===== src/rtl/ram_access_arbiter.sv =====
// ram_access_arbiter
// Shares one single-port synchronous RAM among NUM_REQ requesters.
// Round-robin arbitration with an optional per-requester lock for
// read-modify-write sequences. One access is accepted per cycle at most.
// The RAM command is registered one cycle after accept. Read data is
// returned on RDATA/RVALID one cycle after that, alongside the RAM's own
// synchronous read output.

module ram_access_arbiter #(
    parameter int NUM_REQ  = 4,
    parameter int ADDR_W   = 14,
    parameter int DATA_W   = 16,
    parameter int LOCK_MAX = 15
) (
    input  logic                      CLK,
    input  logic                      RST_N,
    input  logic [NUM_REQ-1:0]        REQ,
    input  logic [NUM_REQ-1:0]        WE,
    input  logic [NUM_REQ-1:0]        LOCK,
    input  logic [NUM_REQ*ADDR_W-1:0] ADDR,
    input  logic [NUM_REQ*DATA_W-1:0] WDATA,
    output logic [NUM_REQ-1:0]        GNT,
    output logic [NUM_REQ-1:0]        RVALID,
    output logic [DATA_W-1:0]         RDATA,
    output logic                      MEM_EN,
    output logic                      MEM_WE,
    output logic [ADDR_W-1:0]         MEM_ADDR,
    output logic [DATA_W-1:0]         MEM_WDATA,
    input  logic [DATA_W-1:0]         MEM_RDATA
);

    localparam int PTR_W = $clog2(NUM_REQ);
    localparam int CNT_W = $clog2(LOCK_MAX + 1);

    typedef enum logic {
        IDLE,
        LOCKED
    } state_t;

    state_t             state, state_nxt;
    logic [PTR_W-1:0]   ptr, ptr_nxt;
    logic [PTR_W-1:0]   owner, owner_nxt;
    logic [CNT_W-1:0]   count, count_nxt;

    logic               rr_found;
    logic [PTR_W-1:0]   rr_idx;
    logic [PTR_W-1:0]   rr_cand;

    logic               acc;
    logic [PTR_W-1:0]   gidx;
    logic               lock_expired;

    logic [PTR_W-1:0]   s1_id;
    logic               s2_rd;
    logic [PTR_W-1:0]   s2_id;

    // Next requester index after i, wrapping NUM_REQ-1 back to 0.
    function automatic logic [PTR_W-1:0] wrap_inc(input logic [PTR_W-1:0] i);
        if (int'(i) == NUM_REQ - 1)
            return '0;
        else
            return i + PTR_W'(1);
    endfunction

    // Round-robin search: first requesting index at or after ptr.
    always_comb begin
        // NOTE: every variable written in a combinational block gets a default
        // first, so no path leaves it unassigned and no latch is inferred.
        rr_found = 1'b0;
        rr_idx   = '0;
        rr_cand  = '0;
        for (int k = 0; k < NUM_REQ; k++) begin
            rr_cand = PTR_W'((int'(ptr) + k) % NUM_REQ);
            if (!rr_found && REQ[rr_cand]) begin
                rr_found = 1'b1;
                rr_idx   = rr_cand;
            end
        end
    end

    // The locking accept is the first owned cycle, so the owner gets at most
    // LOCK_MAX grants in total: release is forced on locked cycle LOCK_MAX-1.
    assign lock_expired = (int'(count) + 1 >= LOCK_MAX - 1);

    // Grant selection and next-state logic for the lock FSM.
    always_comb begin
        // NOTE: combinational blocks use blocking '=' so later statements see
        // the values just computed; clocked blocks use '<=' only.
        state_nxt = state;
        ptr_nxt   = ptr;
        owner_nxt = owner;
        count_nxt = count;
        acc       = 1'b0;
        gidx      = '0;
        GNT       = '0;

        if (RST_N) begin
            case (state)
                IDLE: begin
                    acc  = rr_found;
                    gidx = rr_idx;
                end
                LOCKED: begin
                    acc  = REQ[owner];
                    gidx = owner;
                end
            endcase
        end

        if (acc)
            GNT[gidx] = 1'b1;

        case (state)
            IDLE: begin
                if (acc) begin
                    if (LOCK[gidx]) begin
                        state_nxt = LOCKED;
                        owner_nxt = gidx;
                        count_nxt = '0;
                    end else begin
                        ptr_nxt = wrap_inc(gidx);
                    end
                end
            end
            LOCKED: begin
                // LOCK dropped covers both the final unlocked access and the
                // owner giving up without requesting.
                if (!LOCK[owner] || lock_expired) begin
                    state_nxt = IDLE;
                    ptr_nxt   = wrap_inc(owner);
                    count_nxt = '0;
                end else begin
                    count_nxt = count + CNT_W'(1);
                end
            end
        endcase
    end

    // Arbitration state register.
    always_ff @(posedge CLK or negedge RST_N) begin
        if (!RST_N) begin
            state <= IDLE;
            ptr   <= '0;
            owner <= '0;
            count <= '0;
        end else begin
            state <= state_nxt;
            ptr   <= ptr_nxt;
            owner <= owner_nxt;
            count <= count_nxt;
        end
    end

    // RAM command stage plus read-return tracking stage.
    always_ff @(posedge CLK or negedge RST_N) begin
        if (!RST_N) begin
            MEM_EN    <= 1'b0;
            MEM_WE    <= 1'b0;
            MEM_ADDR  <= '0;
            MEM_WDATA <= '0;
            s1_id     <= '0;
            s2_rd     <= 1'b0;
            s2_id     <= '0;
        end else begin
            MEM_EN <= acc;
            MEM_WE <= acc & WE[gidx];
            if (acc) begin
                MEM_ADDR  <= ADDR[gidx*ADDR_W +: ADDR_W];
                MEM_WDATA <= WDATA[gidx*DATA_W +: DATA_W];
                s1_id     <= gidx;
            end
            s2_rd <= MEM_EN & ~MEM_WE;
            s2_id <= s1_id;
        end
    end

    // Read return: the RAM output is valid in the cycle after a read command.
    always_comb begin
        RVALID = '0;
        if (s2_rd)
            RVALID[s2_id] = 1'b1;
    end

    assign RDATA = s2_rd ? MEM_RDATA : '0;

endmodule


===== config.mk =====
export PLATFORM = sky130hd
export DESIGN_NAME = ram_access_arbiter
export DESIGN_NICKNAME = d
export VERILOG_FILES = /design/src/rtl/ram_access_arbiter.sv
export SDC_FILE = /design/constraint.sdc
export NUM_CORES = 1
export LEC_CHECK = 0
export ABC_AREA = 1
export BUFFER_PORTS_ARGS = -buffer_cell sky130_fd_sc_hd__buf_4
export CELL_PAD_IN_SITES_DETAIL_PLACEMENT = 2
export CELL_PAD_IN_SITES_GLOBAL_PLACEMENT = 2
export CORE_MARGIN = 1.5
export CORE_UTILIZATION = 23
export DETAILED_ROUTE_END_ITERATION = 8
export MAX_ROUTING_LAYER = met4
export PLACE_DENSITY = 0.91
export RECOVER_POWER = 50
export SETUP_SLACK_MARGIN = 0.3
export SKIP_CTS_REPAIR_TIMING = 1
export SLEW_MARGIN = 10
export SYNTH_ARGS = -nofsm -noshare
export SYNTH_HDL_FRONTEND = slang
export SYNTH_SLANG_ARGS = --single-unit

===== constraint.sdc =====
create_clock -name CLK -period 3.43 [get_ports CLK]
set_clock_uncertainty 0.05 [all_clocks]
set_input_delay 0.343 -clock CLK [delete_from_list [all_inputs] [get_ports CLK]]
set_output_delay 0.343 -clock CLK [all_outputs]
set_load 0.1 [all_outputs]

======== Word-level counts from Yosys, hierarchy flattened ========
Index checks and enable logic that the tools add are counted.
word-level totals
  output and inout port bits .............. 56
  word-level logic and storage cells ...... 103
  register bits after elaboration ......... 46
  input bits .............................. 150
cells by class
  equal/unequal tests ..................... 6
  $mul .................................... 1
  add/sub/neg operators ................... 7
  reductions and logical operators ........ 13
  bitwise operators ....................... 4
  mux-type cells .......................... 49
  shift-type cells ........................ 2
  order comparisons ....................... 10
operator list
  kind                                                                    count
  64-bit by 7-bit variable part select with 16-bit output                 1
  56-bit by 7-bit variable part select with 14-bit output                 1
  2-bit by 3-bit < comparator with 1-bit output (second input constant)   7
  2-bit two-way mux                                                       10
  4-bit two-way mux                                                       5
  1-bit two-way mux                                                       18
  1-bit binary-select mux with 2-bit select                               8
  16-bit two-way mux                                                      1
  2-bit one-hot mux with 2 select lines                                   2
  4-bit one-hot mux with 2 select lines                                   1
  2-bit by 1-bit adder with 2-bit output (second input constant)          3
  2-bit != test (second input constant)                                   3
  3-bit AND reduction                                                     2
  4-bit by 1-bit adder with 5-bit output (second input constant)          1
  5-bit by 4-bit >= comparator with 1-bit output (second input constant)  1
  1-bit logical AND                                                       5
  2-bit by 3-bit multiplier with 5-bit output (second input constant)     1
  2-bit adder (second input constant)                                     2
  4-bit by 1-bit adder with 4-bit output (second input constant)          1
  1-bit demux with 2-bit select                                           2
  2-bit by 1-bit == test with 1-bit output (second input constant)        2
  2-bit by 1-bit >= comparator with 1-bit output (second input constant)  2
  1-bit logical NOT                                                       4
  1-bit one-hot mux with 2 select lines                                   2
  5 further kinds                                                         7

======== Depth between registers and ports, before layout ========
Gate-level depths: netlist of the first run.
  depth in word-level cells ............... 19
  depth in mapped cells ................... 19
  mapped depth without buffers ............ 17

======== Worst setup path after synthesis of the first run ========
OpenSTA, ideal clock, no wires.
  path type ............................... flip-flop to output port
  start point ............................. register ptr[0]
  end point ............................... output GNT[1]
  arrival ................................. 3.056 ns
  path buffers ............................ 2
  required time ........................... 3.037 ns
  path slack .............................. -0.019 ns
  cell stages (with the launch flop) ...... 17
  path through ............................ dfrtp_1 -> buf_6 -> inv_4 -> nand2_1 -> nand3_1 -> nand2_1 -> nor2_4 -> nand3_2 -> nand2_1 -> nand2_1 -> nand3_2 -> nand2_4 -> inv_2 -> buf_2 -> ha_1 -> inv_1 -> nor2_1
on the way
  cells in the longest elaborated chain, start to end .. 19
  elaborated cells between the ends (all ways) .. 35
  those cells by class .................... 3 x add/sub; 2 x order compare; 23 x mux; 7 x reduce/logical
ends and longest elaborated chain
  item                                                                                                                                          line  RTL
  start, declared                                                                                                                               41    logic [PTR_W-1:0] ptr, ptr_nxt;
  start signal, assigned                                                                                                                        148   ptr <= ptr_nxt;
  branches (longest 11 deep; another with 2-bit by 1-bit adder with 2-bit output)                                                               -
  2-bit two-way mux *                                                                                                                           74    if (!rr_found && REQ[rr_cand]) begin
  2-bit one-hot mux with 2 select lines *                                                                                                       98    case (state)
  2-bit two-way mux *                                                                                                                           97    if (RST_N) begin
  via gidx[0]                                                                                                                                   50    logic [PTR_W-1:0] gidx;
  2-bit by 3-bit < comparator with 1-bit output (implied by the code) / 2-bit by 1-bit >= comparator with 1-bit output (equally long branches)  111   GNT[gidx] = 1'b1;
  1-bit logical AND (implied by the code)                                                                                                       111
  1-bit two-way mux (implied by the code)                                                                                                       111
  1-bit demux with 2-bit select *                                                                                                               111
  4-bit two-way mux *                                                                                                                           110   if (acc)
  end, declared                                                                                                                                 22    output logic [NUM_REQ-1:0] GNT,
Mark *: on every way through the listed nets, which the timed path passes. The select of a mux whose other input is x is not followed.

======== Worst setup path after layout of the first run ========
  start point ............................. register ptr[0]
  end point ............................... output GNT[1]
on the way
  cells in the longest elaborated chain, start to end .. 19
  elaborated cells between the ends (all ways) .. 35
  those cells by class .................... 3 x add/sub; 2 x order compare; 23 x mux; 7 x reduce/logical
ends and longest elaborated chain
  item                                                                             line
  branches (longest 18 deep; another with 2-bit by 1-bit adder with 2-bit output)  -
  4-bit two-way mux *                                                              110
Every way passes the cells marked *. The select of a mux whose other input is x is not followed.

==> run_results.csv, run 1 <==
group,metric,value,unit
setup_path,worst_setup_path_start_kind,"flop",
clock_network,clockRootBuffer,"sky130_fd_sc_hd__clkbuf_16",
finish,nets,867,
clock_network,clock-sinks,46,
power_and_ir_drop,peakVddDrop,368,µV
timing,grt_setup_unrepaired,"yes",
setup_path,critical_path.max_fanout,18,
finish,layout_overhead_on_the_synthesized_area,52.2,%
clock_network,path_clk_slew,0.06,ns
logic_synthesis,ys_seq_area_share,33.3,%
setup_path,timing.critical_path.arrival,2.53,ns
route,postRouteAntennaNets,0,
clock_network,clock_insertion_delay_worst_skew,0.29,ns
floorplan,core_area,14600,µm²
floorplan,fp-row-count,44,
logic_synthesis,synth_cell_type_count,35,
logic_synthesis,syn-cell-area,3450,µm²
clock_network,ctsLongestPathBuffers,2,
power_and_ir_drop,leakage,2.79,nW
finish,area_of_the_multi_input_gates,1910,µm²
route,postRouteWirelength,15900,µm
setup_path,r2r_setup_slack,0.65,ns
route,post-route-drc-count,0,
place,place.gp.congestion,0.843,
floorplan,fp.dieArea,15800,µm²
logic_synthesis,netlist_instances,514,
timing,whs,0.270,ns
setup_path,worst_setup_path_startpoint,"ptr[0]",
route,routed_via_density,4.72,
timing,measured_slew_at_the_worst_slew_check_pin,1.24,ns
setup_path,cp_endpoint_kind,"primary output",
finish,final_layout_size_suffix_gt1_share,34.0,%
global_routing,grt_antenna_before_repair,0,
timing,timing.setup.tns,0,ns
global_routing,gr-usage-all-layers,20.7,%
timing,max_freq,0.342,GHz
global_routing,first_global_vias,4731,
global_routing,grt_first_pass_wirelength,25200,µm
floorplan,io_pins,206,
setup_path,origin_of_the_critical_flop_to_flop_path,"ptr[0]",
global_routing,grt_start_max_net_pins,49,
global_routing,grt_remaining_overflow,0,
setup_path,data_required_time_of_the_worst_path,3.04,ns
setup_path,timing.rr.end,"ptr[0]",
finish,final.fill_count,1773,
timing,slew_limit_fails,0,
route,drt_iter0_drc,166,
floorplan,die_width,126,µm
timing,finalHoldViolations,0,
logic_synthesis,synthArstFlopShare,100,%
timing,final_critical_delay_including_setup_and_external_delays,2.92,ns
logic_synthesis,synth_enable_flop_cells,0,
route,first_pass_iters,4,
floorplan,initial_core_util,23.7,%
timing,setup_viol,0,
clock_network,clock_tree_from_tritoncts,"built",
min_path,holdPathStages,3,
run_status,run_status,"finished, final reports clean",
place,place_hpwl,13000,µm
power_and_ir_drop,power_density,1140,nW/µm²
finish,antenna_diode_instance_count,0,
logic_synthesis,synthesis.area_per_instance,6.72,µm²
clock_network,tritoncts.num_buffers,5,
route,vias,4222,
setup_path,worstSetupPathType,"flop to primary output",
place,place.port_buffers,205,
timing,slew_headroom,17.8,%
finish,layout.area.seq,1150,µm²
logic_synthesis,ys_warns,0,
floorplan,floorplan.die.height,126,µm
logic_synthesis,net_count_synth,670,
logic_synthesis,yosys_register_bits,46,
min_path,timing.hold.worst.start,"ADDR[47]",
min_path,hold_path_class,"primary input to flop",
route,routedWlPerCell,17.8,µm
job,maxCapViolations,0,
setup_path,r2r_cell_count,17,
clock_network,cts-htree-levels,2,
timing,final_clock_period_utilization_by_the_worst_path,85.2,%
min_path,timing.hold.worst_endpoint,"MEM_ADDR[5]",
logic_synthesis,dominantRegCellSynth,"sky130_fd_sc_hd__dfrtp_1",
state kept, by name, indices dropped and copies added, names as in the netlist:
register / cells
MEM_ADDR: 14
MEM_EN: 1
MEM_WDATA: 16
MEM_WE: 1
count: 4
owner: 2
ptr: 2
s1_id: 2
s2_id: 2
s2_rd: 1
state: 1
power by group:
part | internal (W) | total (W) | switching [W]
Sequential | 0.000795 | 0.00101 | 0.000212
Clock | 0.000267 | 0.000467 | 0.000200
Combinational | 0.00102 | 0.00452 | 0.00350
Total | 0.00208 | 0.00599 | 0.00391
synthesized netlist by cell type (9+ instances only):
cell / number / area (µm²)
sky130_fd_sc_hd__dfrtp_1: 46 / 1150
sky130_fd_sc_hd__nand3_1: 30 / 150
sky130_fd_sc_hd__o211ai_1: 21 / 158
sky130_fd_sc_hd__nand2_1: 153 / 574
sky130_fd_sc_hd__a21oi_1: 41 / 205
sky130_fd_sc_hd__o21ai_0: 19 / 95.1
sky130_fd_sc_hd__or2_0: 9 / 56.3
sky130_fd_sc_hd__nor2_1: 44 / 165
sky130_fd_sc_hd__inv_1: 56 / 210
sky130_fd_sc_hd__buf_2: 14 / 70.1
sky130_fd_sc_hd__or2_2: 15 / 93.8
sky130_fd_sc_hd__o21ai_1: 11 / 55.1
placed cells by master, fill, tap and decap left out, drive strengths merged, types with 2 or more instances in the layout:
cell type	instances
a21oi	42
buf	192
clkbuf	33
dfrtp	46
ha	6
inv	57
nand2	161
nand3	36
nand4	2
nor2	47
nor3	5
o211ai	21
o21ai	30
or2	24
worst max-delay path by stage:
stage	endpoint	slack [ns]	depth (start not counted)
floorplan	RVALID[0]	0.38	3
global route	GNT[1]	0.26	14
global placement	GNT[1]	0.66	16
CTS	GNT[1]	0.04	16
finish	GNT[1]	0.51	14
detailed placement	MEM_WDATA[2]	0.34	14
area by class of cell:
cell class,count,area share [%]
multi-input combinational,381,36.4
timing repair buffer,218,30.2
sequential,46,22.0
inverter,59,4.57
tap,184,4.38
clock buffer,7,2.53
critical path, stage by stage, from the launching register on:
cell,delay (ns)
sky130_fd_sc_hd__dfrtp_2,0.47
sky130_fd_sc_hd__inv_4,0.08
sky130_fd_sc_hd__nand2_1,0.10
sky130_fd_sc_hd__nand2_1,0.08
sky130_fd_sc_hd__nand2_1,0.06
sky130_fd_sc_hd__nand2_1,0.11
sky130_fd_sc_hd__o21ai_0,0.24
sky130_fd_sc_hd__nand3_1,0.14
sky130_fd_sc_hd__nand3_2,0.13
sky130_fd_sc_hd__nand2_4,0.12
sky130_fd_sc_hd__clkinv_8,0.13
sky130_fd_sc_hd__ha_1,0.17
sky130_fd_sc_hd__inv_1,0.06
sky130_fd_sc_hd__nor2_2,0.15
sky130_fd_sc_hd__buf_12,0.19
per-stage QoR:
step                cell area (µm²)  instances  setup WS (ns)  power [W]  utilization (%)
detailed placement             5100        883          0.337    0.00560             35.0
global route                   5250        895          0.257    0.00638             36.0
global placement               5100        883          0.660    0.00539             35.0
floorplan                      3460        514          0.378    0.00448                -
finish                         5250        895          0.508    0.00599             36.0
CTS                            5240        890         0.0387    0.00610             35.9
layer usage:
metal / track usage (%) / up-vias / part of all wire, %
li1: - / 2026 / -
met1: 23.0 / 2034 / 40
met2: 38.5 / 145 / 54
met3: 3.08 / 17 / 4.4
met4: 5.21 / 0 / 1.6
met5: - / - / 0
cell families (layout without fill, tap and decap cells):
logic type / after synthesis / in the layout / share of synthesized area [%]
xor gates and xnor gates: 2 / 2 / 0.508
buffers and inverters: 87 / 284 / 11.9
DFF: 46 / 46 / 33.3
adders and majority gates: 6 / 6 / 2.17
and+or+nand+nor: 276 / 276 / 36.1
AOI/OAI and AO/OA: 97 / 97 / 15.9
No activity file was read; power rests on OpenSTA's default activity.
==> run 2, diff against run 1 <==
--- a/config.mk
+++ b/config.mk
@@ -9,6 +9,7 @@
 export BUFFER_PORTS_ARGS = -buffer_cell sky130_fd_sc_hd__buf_4
 export CELL_PAD_IN_SITES_DETAIL_PLACEMENT = 2
 export CELL_PAD_IN_SITES_GLOBAL_PLACEMENT = 2
+export CORE_ASPECT_RATIO = 1.5
 export CORE_MARGIN = 1.5
 export CORE_UTILIZATION = 23
 export DETAILED_ROUTE_END_ITERATION = 8
==> run 2 against run 1 <==
Sequential share of layout area down 0.47 points. Non-clock buffer count rose by 8. First-iteration DRC count shrank 42%. Hold slack got worse by 0.0046 ns. Die area hardly changed. Critical path depth rose by 1. Clock power grew 6.2%. Combinational power is 4% higher. Design area up 2.1%. Setup slack lost 0.11 ns. Via count up 0.95%. Critical path type unchanged. Largest power group unchanged.
==> run_results.csv, run 2 (synthesized netlist as in run 1, its figures left out) <==
group,metric,value,unit
run_status,run_status,"finished, final reports clean",
floorplan,initial_core_util,23.7,%
timing,measured_slew_at_the_worst_slew_check_pin,1.24,ns
min_path,hold_path_class,"primary input to async pin",
power_and_ir_drop,power.share.combinational,75.8,%
setup_path,critical_path.max_fanout,8,
job,maxCapViolations,0,
global_routing,use_met1,22.8,%
power_and_ir_drop,switching_share,64.7,%
floorplan,die_width,103,µm
power_and_ir_drop,total_power,0.00620,W
setup_path,r2r_setup_slack,0.56,ns
setup_path,timing.critical_path.arrival,2.64,ns
global_routing,grt_antenna_before_repair,0,
timing,grt_setup_unrepaired,"yes",
route,routed_via_density,4.65,
setup_path,worst_setup_path_startpoint,"ptr[0]",
clock_network,clock-sinks,46,
finish,largest_register_ff_count,16,
place,place.gp.congestion,0.820,
finish,layout.cell_area.non_filler,5360,µm²
route,postRouteWirelength,16600,µm
power_and_ir_drop,leakage,2.85,nW
timing,max_freq,0.329,GHz
finish,most_common_library_cell_in_the_layout_ignoring_fill_and_taps,"sky130_fd_sc_hd__buf_4",
route,post-route-drc-count,0,
setup_path,origin_of_the_critical_flop_to_flop_path,"ptr[0]",
setup_path,data_required_time_of_the_worst_path,3.04,ns
timing,finalHoldViolations,0,
finish,antenna_diode_instance_count,0,
timing,slew_limit_fails,0,
timing,slew_headroom,17.6,%
floorplan,fp-row-count,54,
timing,setup_viol,0,
clock_network,clockRootBuffer,"sky130_fd_sc_hd__clkbuf_16",
route,drt_iter0_drc,97,
power_and_ir_drop,internal-power,0.00219,W
global_routing,grt_remaining_overflow,0,
global_routing,grt_first_pass_wirelength,25200,µm
place,place.port_buffers,205,
route,postRouteAntennaNets,0,
power_and_ir_drop,p_switching,0.00401,W
finish,largest_registers,"MEM_WDATA (16), MEM_ADDR (14), count (4)",
finish,nets,875,
global_routing,grt_start_max_net_pins,47,
clock_network,clock_insertion_delay_worst_skew,0.29,ns
floorplan,core_area,14600,µm²
clock_network,tritoncts.num_buffers,5,
route,routedWlPerCell,18.1,µm
setup_path,timing.rr.end,"MEM_WDATA[12]",
finish,layout_overhead_on_the_synthesized_area,55.3,%
timing,final_clock_period_utilization_by_the_worst_path,88.5,%
finish,max_flop_register,"MEM_WDATA",
floorplan,io_pins,206,
setup_path,worst_setup_path_start_kind,"flop",
place,placedInstanceArea,5150,µm²
clock_network,clock_tree_from_tritoncts,"built",
route,vias,4262,
power_and_ir_drop,power_density,1160,nW/µm²
setup_path,cp_endpoint_kind,"primary output",
finish,commonest_cells_after_routing_fill_and_taps_aside,"sky130_fd_sc_hd__buf_4 (193), sky130_fd_sc_hd__nand2_1 (153), sky130_fd_sc_hd__inv_1 (55)",
clock_network,cts-htree-levels,2,
global_routing,gr-usage-all-layers,21.5,%
global_routing,first_global_vias,4845,
setup_path,r2r_cell_count,15,
place,place_hpwl,13000,µm
power_and_ir_drop,seqPwrFrac,16.2,%
setup_path,worstSetupPathType,"flop to primary output",
global_routing,grt_use_met3,2.42,%
floorplan,fp.dieArea,15800,µm²
power_and_ir_drop,peakVddDrop,488,µV
power_and_ir_drop,pwr-share-clk,8.0,%
finish,final.fill_count,1780,
clock_network,path_clk_slew,0.07,ns
route,first_pass_iters,4,
timing,final_critical_delay_including_setup_and_external_delays,3.04,ns
clock_network,ctsLongestPathBuffers,2,
finish,final_layout_size_suffix_gt1_share,34.7,%
floorplan,floorplan.die.height,153,µm
global_routing,top_usage_layer,"met2",
global_routing,use_met2,40.6,%
==> run 2: changes by cell type in the layout (fill, tap and decap cells not counted), sizes merged <==
cell / previous run / this run
clkbuf: 33 / 32
buf: 192 / 200
clkinv: 1 / 3
==> run 2: power by group through the flow <==
stage / clock network (W) / logic [W] / registers, W
2_1_floorplan: 0 / 0.00222 / 0.00226
3_3_place_gp: 0 / 0.00442 / 0.000992
3_5_place_dp: 0 / 0.00461 / 0.00102
4_1_cts: 0.000508 / 0.00463 / 0.00101
5_1_grt: 0.000524 / 0.00502 / 0.00104
6_report: 0.000496 / 0.00470 / 0.00100
==> run 2: per-stage QoR <==
| stage | setup WS (ns) | hold slack, ns | std cells | TNS [ns] | util, % |
|---|---|---|---|---|---|
| 3_3_place_gp | 0.543 | 0.315 | 897 | 0 | 35.3 |
| 5_1_grt | 0.244 | 0.289 | 916 | 0 | 36.7 |
| 2_1_floorplan | 0.378 | -0.00259 | 514 | 0 | - |
| 6_report | 0.395 | 0.265 | 916 | 0 | 36.7 |
| 3_5_place_dp | 0.315 | 0.320 | 897 | 0 | 35.3 |
| 4_1_cts | -0.00926 | 0.163 | 905 | -0.00926 | 36.2 |
==> run 2: layout make-up <==
class                      count  area, µm²  area share (%)
inverter                      59        240            4.48
multi-input combinational    381       1910            35.7
sequential                    46       1150            21.5
clock buffer                   6        129            2.40
timing repair buffer         226       1670            31.1
tap                          196        245            4.57
clock inverter                 2       13.8           0.257
==> run 2: per-layer routing <==
layer  share of wire (%)  up-vias
met5                   0        -
met1                  37     2079
met4                 2.6        0
met3                 3.5       24
li1                    -     2044
met2                  57      115
==> run 2: worst max path at each step <==
stage                      to  slack, ns  depth (start not counted)
finish                 GNT[2]       0.39                         15
global route           GNT[2]       0.24                         15
CTS                    GNT[3]     -0.009                         16
detailed placement     GNT[3]       0.31                         16
global placement       GNT[3]       0.54                         16
floorplan           RVALID[0]       0.38                          3
==> run 2: critical path, cell delays in order, from the launching register on <==
cell	delay, ns
sky130_fd_sc_hd__dfrtp_2	0.48
sky130_fd_sc_hd__inv_4	0.12
sky130_fd_sc_hd__nand2_1	0.11
sky130_fd_sc_hd__nand3_1	0.11
sky130_fd_sc_hd__nand2_1	0.12
sky130_fd_sc_hd__nor2_4	0.17
sky130_fd_sc_hd__nand2_1	0.10
sky130_fd_sc_hd__nand3_1	0.09
sky130_fd_sc_hd__nand2_1	0.06
sky130_fd_sc_hd__nand2_1	0.11
sky130_fd_sc_hd__nand2_4	0.10
sky130_fd_sc_hd__clkinvlp_4	0.17
sky130_fd_sc_hd__ha_1	0.17
sky130_fd_sc_hd__inv_1	0.05
sky130_fd_sc_hd__nor2_2	0.16
sky130_fd_sc_hd__buf_8	0.22
